## src/rtl/pstx_if.sv

```systemverilog
// PS/2 host-transmitter bus: user request/status handshake plus open-drain line controls.
interface pstx_if;
    logic [7:0] DATA_IN;
    logic       START;
    logic       BUSY;
    logic       DONE;
    logic       Tx_error;
    logic       PS2_CLK_I;
    logic       PS2_CLK_OE;
    logic       PS2_DATA_I;
    logic       PS2_DATA_OE;

    modport slave (
        input  DATA_IN, START, PS2_CLK_I, PS2_DATA_I,
        output BUSY, DONE, Tx_error, PS2_CLK_OE, PS2_DATA_OE
    );

    modport master (
        output DATA_IN, START, PS2_CLK_I, PS2_DATA_I,
        input  BUSY, DONE, Tx_error, PS2_CLK_OE, PS2_DATA_OE
    );
endinterface

```

## src/rtl/pstx.sv

```systemverilog
// PS/2 host-to-device byte transmitter: inhibit, request-to-send, 8 data + odd parity + stop,
// then device ACK sampling, with a no-clock timeout.
module pstx #(
    parameter int unsigned INHIBIT_CYCLES = 5000,
    parameter int unsigned TIMEOUT_CYCLES = 1000000
) (
    input logic   CLKOUT,
    input logic   RST_N,
    pstx_if.slave bus
);
    localparam int unsigned CNT_MAX = (INHIBIT_CYCLES > TIMEOUT_CYCLES) ? INHIBIT_CYCLES : TIMEOUT_CYCLES;
    localparam int unsigned CNT_W   = $clog2(CNT_MAX + 1);
    localparam logic [CNT_W-1:0] INH_LAST = CNT_W'(INHIBIT_CYCLES - 1);
    localparam logic [CNT_W-1:0] TO_LAST  = CNT_W'(TIMEOUT_CYCLES - 1);

    typedef enum logic [2:0] {
        S_IDLE,
        S_INHIBIT,
        S_REQ,
        S_BITS,
        S_ACK,
        S_WAIT_IDLE
    } state_e;

    state_e           state_q, state_d;
    logic [CNT_W-1:0] cnt_q, cnt_d;
    logic [8:0]       shreg_q, shreg_d;
    logic [3:0]       edge_q, edge_d;
    logic             clk_oe_q, clk_oe_d;
    logic             data_oe_q, data_oe_d;
    logic             busy_q, busy_d;
    logic             done_q, done_d;
    logic             err_q, err_d;

    logic clk_s1_q, clk_s2_q, clk_prev_q;
    logic dat_s1_q, dat_s2_q;
    logic fall_c;

    // Line synchronizers; clk_prev_q holds the prior synced clock for edge detection
    always_ff @(posedge CLKOUT or negedge RST_N) begin
        if (!RST_N) begin
            clk_s1_q   <= 1'b1;
            clk_s2_q   <= 1'b1;
            clk_prev_q <= 1'b1;
            dat_s1_q   <= 1'b1;
            dat_s2_q   <= 1'b1;
        end else begin
            clk_s1_q   <= bus.PS2_CLK_I;
            clk_s2_q   <= clk_s1_q;
            clk_prev_q <= clk_s2_q;
            dat_s1_q   <= bus.PS2_DATA_I;
            dat_s2_q   <= dat_s1_q;
        end
    end

    assign fall_c = clk_prev_q & ~clk_s2_q;

    always_ff @(posedge CLKOUT or negedge RST_N) begin
        if (!RST_N) begin
            state_q   <= S_IDLE;
            cnt_q     <= '0;
            shreg_q   <= '0;
            edge_q    <= '0;
            clk_oe_q  <= 1'b0;
            data_oe_q <= 1'b0;
            busy_q    <= 1'b0;
            done_q    <= 1'b0;
            err_q     <= 1'b0;
        end else begin
            state_q   <= state_d;
            cnt_q     <= cnt_d;
            shreg_q   <= shreg_d;
            edge_q    <= edge_d;
            clk_oe_q  <= clk_oe_d;
            data_oe_q <= data_oe_d;
            busy_q    <= busy_d;
            done_q    <= done_d;
            err_q     <= err_d;
        end
    end

    // Outputs are computed alongside the next state so they are registered with it
    always_comb begin
        state_d   = state_q;
        cnt_d     = cnt_q;
        shreg_d   = shreg_q;
        edge_d    = edge_q;
        clk_oe_d  = clk_oe_q;
        data_oe_d = data_oe_q;
        busy_d    = busy_q;
        done_d    = 1'b0;
        err_d     = err_q;

        case (state_q)
            S_IDLE: begin
                clk_oe_d  = 1'b0;
                data_oe_d = 1'b0;
                busy_d    = 1'b0;
                if (bus.START) begin
                    shreg_d  = {~^bus.DATA_IN, bus.DATA_IN};
                    err_d    = 1'b0;
                    cnt_d    = '0;
                    edge_d   = '0;
                    busy_d   = 1'b1;
                    clk_oe_d = 1'b1;
                    state_d  = S_INHIBIT;
                end
            end
            S_INHIBIT: begin
                if (cnt_q == INH_LAST) begin
                    cnt_d     = '0;
                    data_oe_d = 1'b1;
                    state_d   = S_REQ;
                end else begin
                    cnt_d = cnt_q + CNT_W'(1);
                end
            end
            S_REQ: begin
                cnt_d     = '0;
                clk_oe_d  = 1'b0;
                data_oe_d = 1'b1;
                state_d   = S_BITS;
            end
            S_BITS: begin
                cnt_d = cnt_q + CNT_W'(1);
                if (fall_c) begin
                    edge_d    = edge_q + 4'd1;
                    data_oe_d = ~shreg_q[0];
                    shreg_d   = {1'b1, shreg_q[8:1]};
                    // Tenth edge presents the stop bit, i.e. releases the data line
                    if (edge_q == 4'd9) begin
                        data_oe_d = 1'b0;
                        state_d   = S_ACK;
                    end
                end
            end
            S_ACK: begin
                cnt_d = cnt_q + CNT_W'(1);
                if (fall_c) begin
                    err_d   = dat_s2_q;
                    state_d = S_WAIT_IDLE;
                end
            end
            S_WAIT_IDLE: begin
                if (clk_s2_q && dat_s2_q) begin
                    done_d  = 1'b1;
                    busy_d  = 1'b0;
                    state_d = S_IDLE;
                end
            end
            default: state_d = S_IDLE;
        endcase

        // Device stopped clocking: abandon the frame and report failure
        if ((state_q == S_BITS || state_q == S_ACK) && cnt_q == TO_LAST) begin
            clk_oe_d  = 1'b0;
            data_oe_d = 1'b0;
            err_d     = 1'b1;
            done_d    = 1'b1;
            busy_d    = 1'b0;
            state_d   = S_IDLE;
        end
    end

    assign bus.BUSY        = busy_q;
    assign bus.DONE        = done_q;
    assign bus.Tx_error    = err_q;
    assign bus.PS2_CLK_OE  = clk_oe_q;
    assign bus.PS2_DATA_OE = data_oe_q;
endmodule

```

## src/flat_wrapper.sv

```systemverilog
// flat-port wrapper written by rule: the top's interface ports become plain ports
module pstx_flat 
#(
    parameter int unsigned INHIBIT_CYCLES = 5000,
    parameter int unsigned TIMEOUT_CYCLES = 1000000
)
  (CLKOUT, RST_N, bus_DATA_IN, bus_START, bus_PS2_CLK_I, bus_PS2_DATA_I, bus_BUSY, bus_DONE, bus_Tx_error, bus_PS2_CLK_OE, bus_PS2_DATA_OE);
  pstx_if bus_i ();
  input logic CLKOUT;
  input logic RST_N;
  input wire logic [$bits(bus_i.DATA_IN)-1:0] bus_DATA_IN;
  input wire logic [$bits(bus_i.START)-1:0] bus_START;
  input wire logic [$bits(bus_i.PS2_CLK_I)-1:0] bus_PS2_CLK_I;
  input wire logic [$bits(bus_i.PS2_DATA_I)-1:0] bus_PS2_DATA_I;
  output wire logic [$bits(bus_i.BUSY)-1:0] bus_BUSY;
  output wire logic [$bits(bus_i.DONE)-1:0] bus_DONE;
  output wire logic [$bits(bus_i.Tx_error)-1:0] bus_Tx_error;
  output wire logic [$bits(bus_i.PS2_CLK_OE)-1:0] bus_PS2_CLK_OE;
  output wire logic [$bits(bus_i.PS2_DATA_OE)-1:0] bus_PS2_DATA_OE;
  assign bus_i.DATA_IN = bus_DATA_IN;
  assign bus_i.START = bus_START;
  assign bus_i.PS2_CLK_I = bus_PS2_CLK_I;
  assign bus_i.PS2_DATA_I = bus_PS2_DATA_I;
  assign bus_BUSY = bus_i.BUSY;
  assign bus_DONE = bus_i.DONE;
  assign bus_Tx_error = bus_i.Tx_error;
  assign bus_PS2_CLK_OE = bus_i.PS2_CLK_OE;
  assign bus_PS2_DATA_OE = bus_i.PS2_DATA_OE;
  pstx #(.INHIBIT_CYCLES(INHIBIT_CYCLES), .TIMEOUT_CYCLES(TIMEOUT_CYCLES)) u_core (.CLKOUT(CLKOUT), .RST_N(RST_N), .bus(bus_i));
endmodule
```

## config.mk

```make
export PLATFORM = sky130hd
export DESIGN_NAME = pstx_flat
export DESIGN_NICKNAME = d
export VERILOG_FILES = /design/src/rtl/pstx_if.sv /design/src/rtl/pstx.sv /design/src/flat_wrapper.sv
export SDC_FILE = /design/constraint.sdc
export NUM_CORES = 1
export LEC_CHECK = 0
export ABC_AREA = 1
export CORE_MARGIN = 1
export CORE_UTILIZATION = 40
export DETAILED_ROUTE_END_ITERATION = 10
export PLACE_DENSITY = 0.59
export SLEW_MARGIN = 20
export SYNTH_ARGS = -nofsm -noshare
export SYNTH_HDL_FRONTEND = slang
export SYNTH_SLANG_ARGS = --single-unit
```

## constraint.sdc

```tcl
create_clock -name CLKOUT -period 1.9 [get_ports CLKOUT]
set_clock_uncertainty 0.15 [all_clocks]
set_input_delay 0.38 -clock CLKOUT [delete_from_list [all_inputs] [get_ports CLKOUT]]
set_output_delay 0.38 -clock CLKOUT [all_outputs]
set_load 0.03 [all_outputs]
```

==> impl_results.md <==
- Fin cells: just under 500
- Top_reg_cell synth: dfrtp_1
- Tot GR Track Use: 0.193
- Total CTS buffers: 5
- Hold Path Depth: 0
- Initial core utilization: 0.415
- Reg-to-Reg End: u_core.edge_q[3]
- CTS tree: done
- Final setup violation count: 0
- CP max FO: 2
- Fill count: between 600 and 700
- Worst setup SP type: register
- DIE HEIGHT: around 83 um
- Crit end category: output pin
- Type of the tightest min-delay check: register to register
- Buffers plus inverters on the worst setup path: 1
- Ratio of cells with drive above 1 in the final layout: 0.159
- NumNets Final: between 400 and 500
- Synth cell types: 30
- Slew Viols, Final: 0
- Count leader, synth: nand2_1
- Cell family with most CP delay: buffers and inverters
- CP Launch Point: u_core.bus.BUSY
- Hold_sp: u_core.clk_s1_q
- Critical Path AT: between 1 and 1.5 ns
- Power, Total: approximately 4 mW
- Leak Pwr: between 1.5 and 2 nW
- Yosys reg bits: 46
- Multi-input gate area: around 1300 um2
- Reg2reg setup slack: approximately 0.080 ns
- Worst path required time: roughly 1.4 ns
- Routed vias/inst: between 5 and 6
- Core box area: about 6400 um2
- Post-Syn Instances: roughly 360
- Largest net degree at the start of global routing: 47
- YS warnings: 0
- Crit path time final: between 1.5 and 2 ns
- # Max-Cap Violations: 0
- Max Clk Rate: 540 MHz
- Status: finished clean
- Site Rows: 29
- Placed Cells: 470
- Worst hold endpoint: u_core.clk_s2_q
- Syn nets: ~370
- Register area: between 1000 and 1500 um2
- Post-synthesis sequential area ratio: 0.437
- Area Overhead vs Synth: 24.4%
- Final core occ: 0.516
- CTS root buffer: clkbuf_8
- Peak ir drop on the vdd network: about 900 uV
- Worst-path cell chain: clkdlybuf4s50_1
- Slew at the pin with the worst max-slew slack: 0.318 ns
- Final worst path period share: 0.974
- Slowest stage delay, CP: around 0.67 ns
- Slew headroom: 0.788
- Setup CP Type: register to output pin
- Clock Pin Slew Worst Setup and Hold Paths: around 0.090 ns
- Reg-to-Reg Start: u_core.state_q[0]
- Vias in the first global route: between 2000 and 2500
- Post-DR wirelength/cell: 12.9 um
- Die area: ~7000 um2
- Die span in x: between 80 and 90 um
- # clock sinks: 46
- Synth Cell Area: 2650 um2
- Top cell type's share of synthesized area: 0.387
- Ant. Diodes: 0
- Fin. Hold Viols: 0
- HPWL after DPL: between 4000 and 5000 um
- PwrDens: approximately 1200 nW/um2
- Wire length of the first global-routing pass: ~11000 um
- Dominant cells by area after synthesis: dfrtp_1, nand2_1, nor2_1
- Initial DRC count: approximately 120
- DRC: 0
- CTS max path bufs: 2
- Routed via count: 2468
- Final worst slack: 0.0496 ns
- H-tree depth reported by CTS: 2
- Buffers on Ports: 17
- Pre-CTS setup slack: -0.100 ns
- GP Congestion: 0.860
- Initial antenna violation count: 0
- # IOs: 18
- Worst-Skew Late Latency: roughly 0.30 ns
- Slowest CP cell: clkdlybuf4s50_1
- Routed Antenna Nets: 0
- Number of synthesized flops with an enable pin: 0
- Mapped Avg Cell Area: ~7.5 um2
- Drt pass-1 iters: 5
- Routed wire length: about 6300 um
- Async SR Flop Fraction: 1.00
- Cell taking the most area after synthesis: dfrtp_1
- Path depth of the worst reg2reg path: 7
- Synth cell count leaders: nand2_1, nor2_1, dfrtp_1, inv_1, nand3_1
- Total gr overflow: 0
[power breakdown]
group	switching (mW)	internal (mW)	leakage (nW)
clock	0.346	0.393	0.0514
sequential	0.160	1.22	0.579
combinational	1.10	0.800	0.954
total	1.60	2.41	1.58
[cell usage in the layout, fill, tap and decap left out, types with 2 or more instances in the layout]
cell type,instances
o211ai_1,4
a21oi_1,6
nand2_1,84
inv_1,41
nand2_4,2
nand3_2,2
clkbuf_8,5
o22ai_1,9
and3_1,2
buf_2,2
xor2_1,12
nor2_2,2
nor3_1,12
nor2_4,2
nor3_2,3
nand3_1,29
o21ai_0,13
buf_4,30
inv_2,2
clkdlybuf4s50_1,14
dfstp_2,5
xnor2_1,5
dlymetal6s2s_1,2
nor2_1,57
dfrtp_1,41
ha_1,2
nand2_2,3
nand4_1,6
[cell type report]
type / instances / share of cell area
clock inverter: 2 / 0.0114
tap: 77 / 0.0292
inverter: 43 / 0.0489
clock buffer: 6 / 0.0220
sequential: 46 / 0.351
timing repair buffer: 50 / 0.131
multi-input combinational: 262 / 0.407
[worst max-delay path by stage]
stage	cells past startpoint	endpoint	slack, ns
2_1_floorplan	8	u_core.shreg_q[0]	0.16
3_3_place_gp	9	u_core.shreg_q[8]	-0.04
3_5_place_dp	9	u_core.shreg_q[8]	-0.10
4_1_cts	8	u_core.state_q[0]	0.01
5_1_grt	9	u_core.state_q[0]	-0.02
6_report	1	bus_BUSY	0.05
[through the flow]
stage	setup TNS, ns	instance area [um2]	hold WS, ns
6_report	0	3300	0.210
3_3_place_gp	-0.0586	3090	0.197
3_5_place_dp	-0.281	3090	0.199
2_1_floorplan	0	2650	-0.0656
4_1_cts	0	3210	0.213
5_1_grt	-0.0572	3300	0.214
[flip-flops by register name, indices dropped and copies added (netlist names)]
name,flops
u_core.cnt_q,20
u_core.shreg_q,9
u_core.edge_q,4
u_core.state_q,3
u_core.bus.BUSY,1
u_core.bus.DONE,1
u_core.bus.PS2_CLK_OE,1
u_core.bus.PS2_DATA_OE,1
u_core.bus.Tx_error,1
u_core.clk_prev_q,1
u_core.clk_s1_q,1
u_core.clk_s2_q,1
u_core.dat_s1_q,1
u_core.dat_s2_q,1
[per-layer routing]
layer / global-route usage / vias up / share of wire
li1: - / 1247 / -
met1: 0.228 / 1155 / 0.43
met2: 0.359 / 59 / 0.52
met3: 0.0278 / 7 / 0.038
met4: 0.0601 / 0 / 0.012
met5: 0 / - / 0
[cells by family after synthesis]
| group | after synthesis | synth area share |
|---|---|---|
| AND/OR/NAND/NOR | 206 | 0.339 |
| buffers and inverters | 47 | 0.0703 |
| AO/OA/AOI/OAI | 35 | 0.0798 |
| XOR/XNOR | 17 | 0.0562 |
| flip-flops | 46 | 0.437 |
| multiplexers | 1 | 0.00425 |
| adder cells (fa/ha/maj) | 3 | 0.0142 |
[repair_timing]
action                                  4_1_cts  5_1_grt
resized for setup                             0       13
hold buffers                                  1        0
endpoints found under the hold margin        41        0
setup buffers                                 0        7
endpoints found under the setup margin        0       28
No activity file was read; power rests on OpenSTA's default activity.
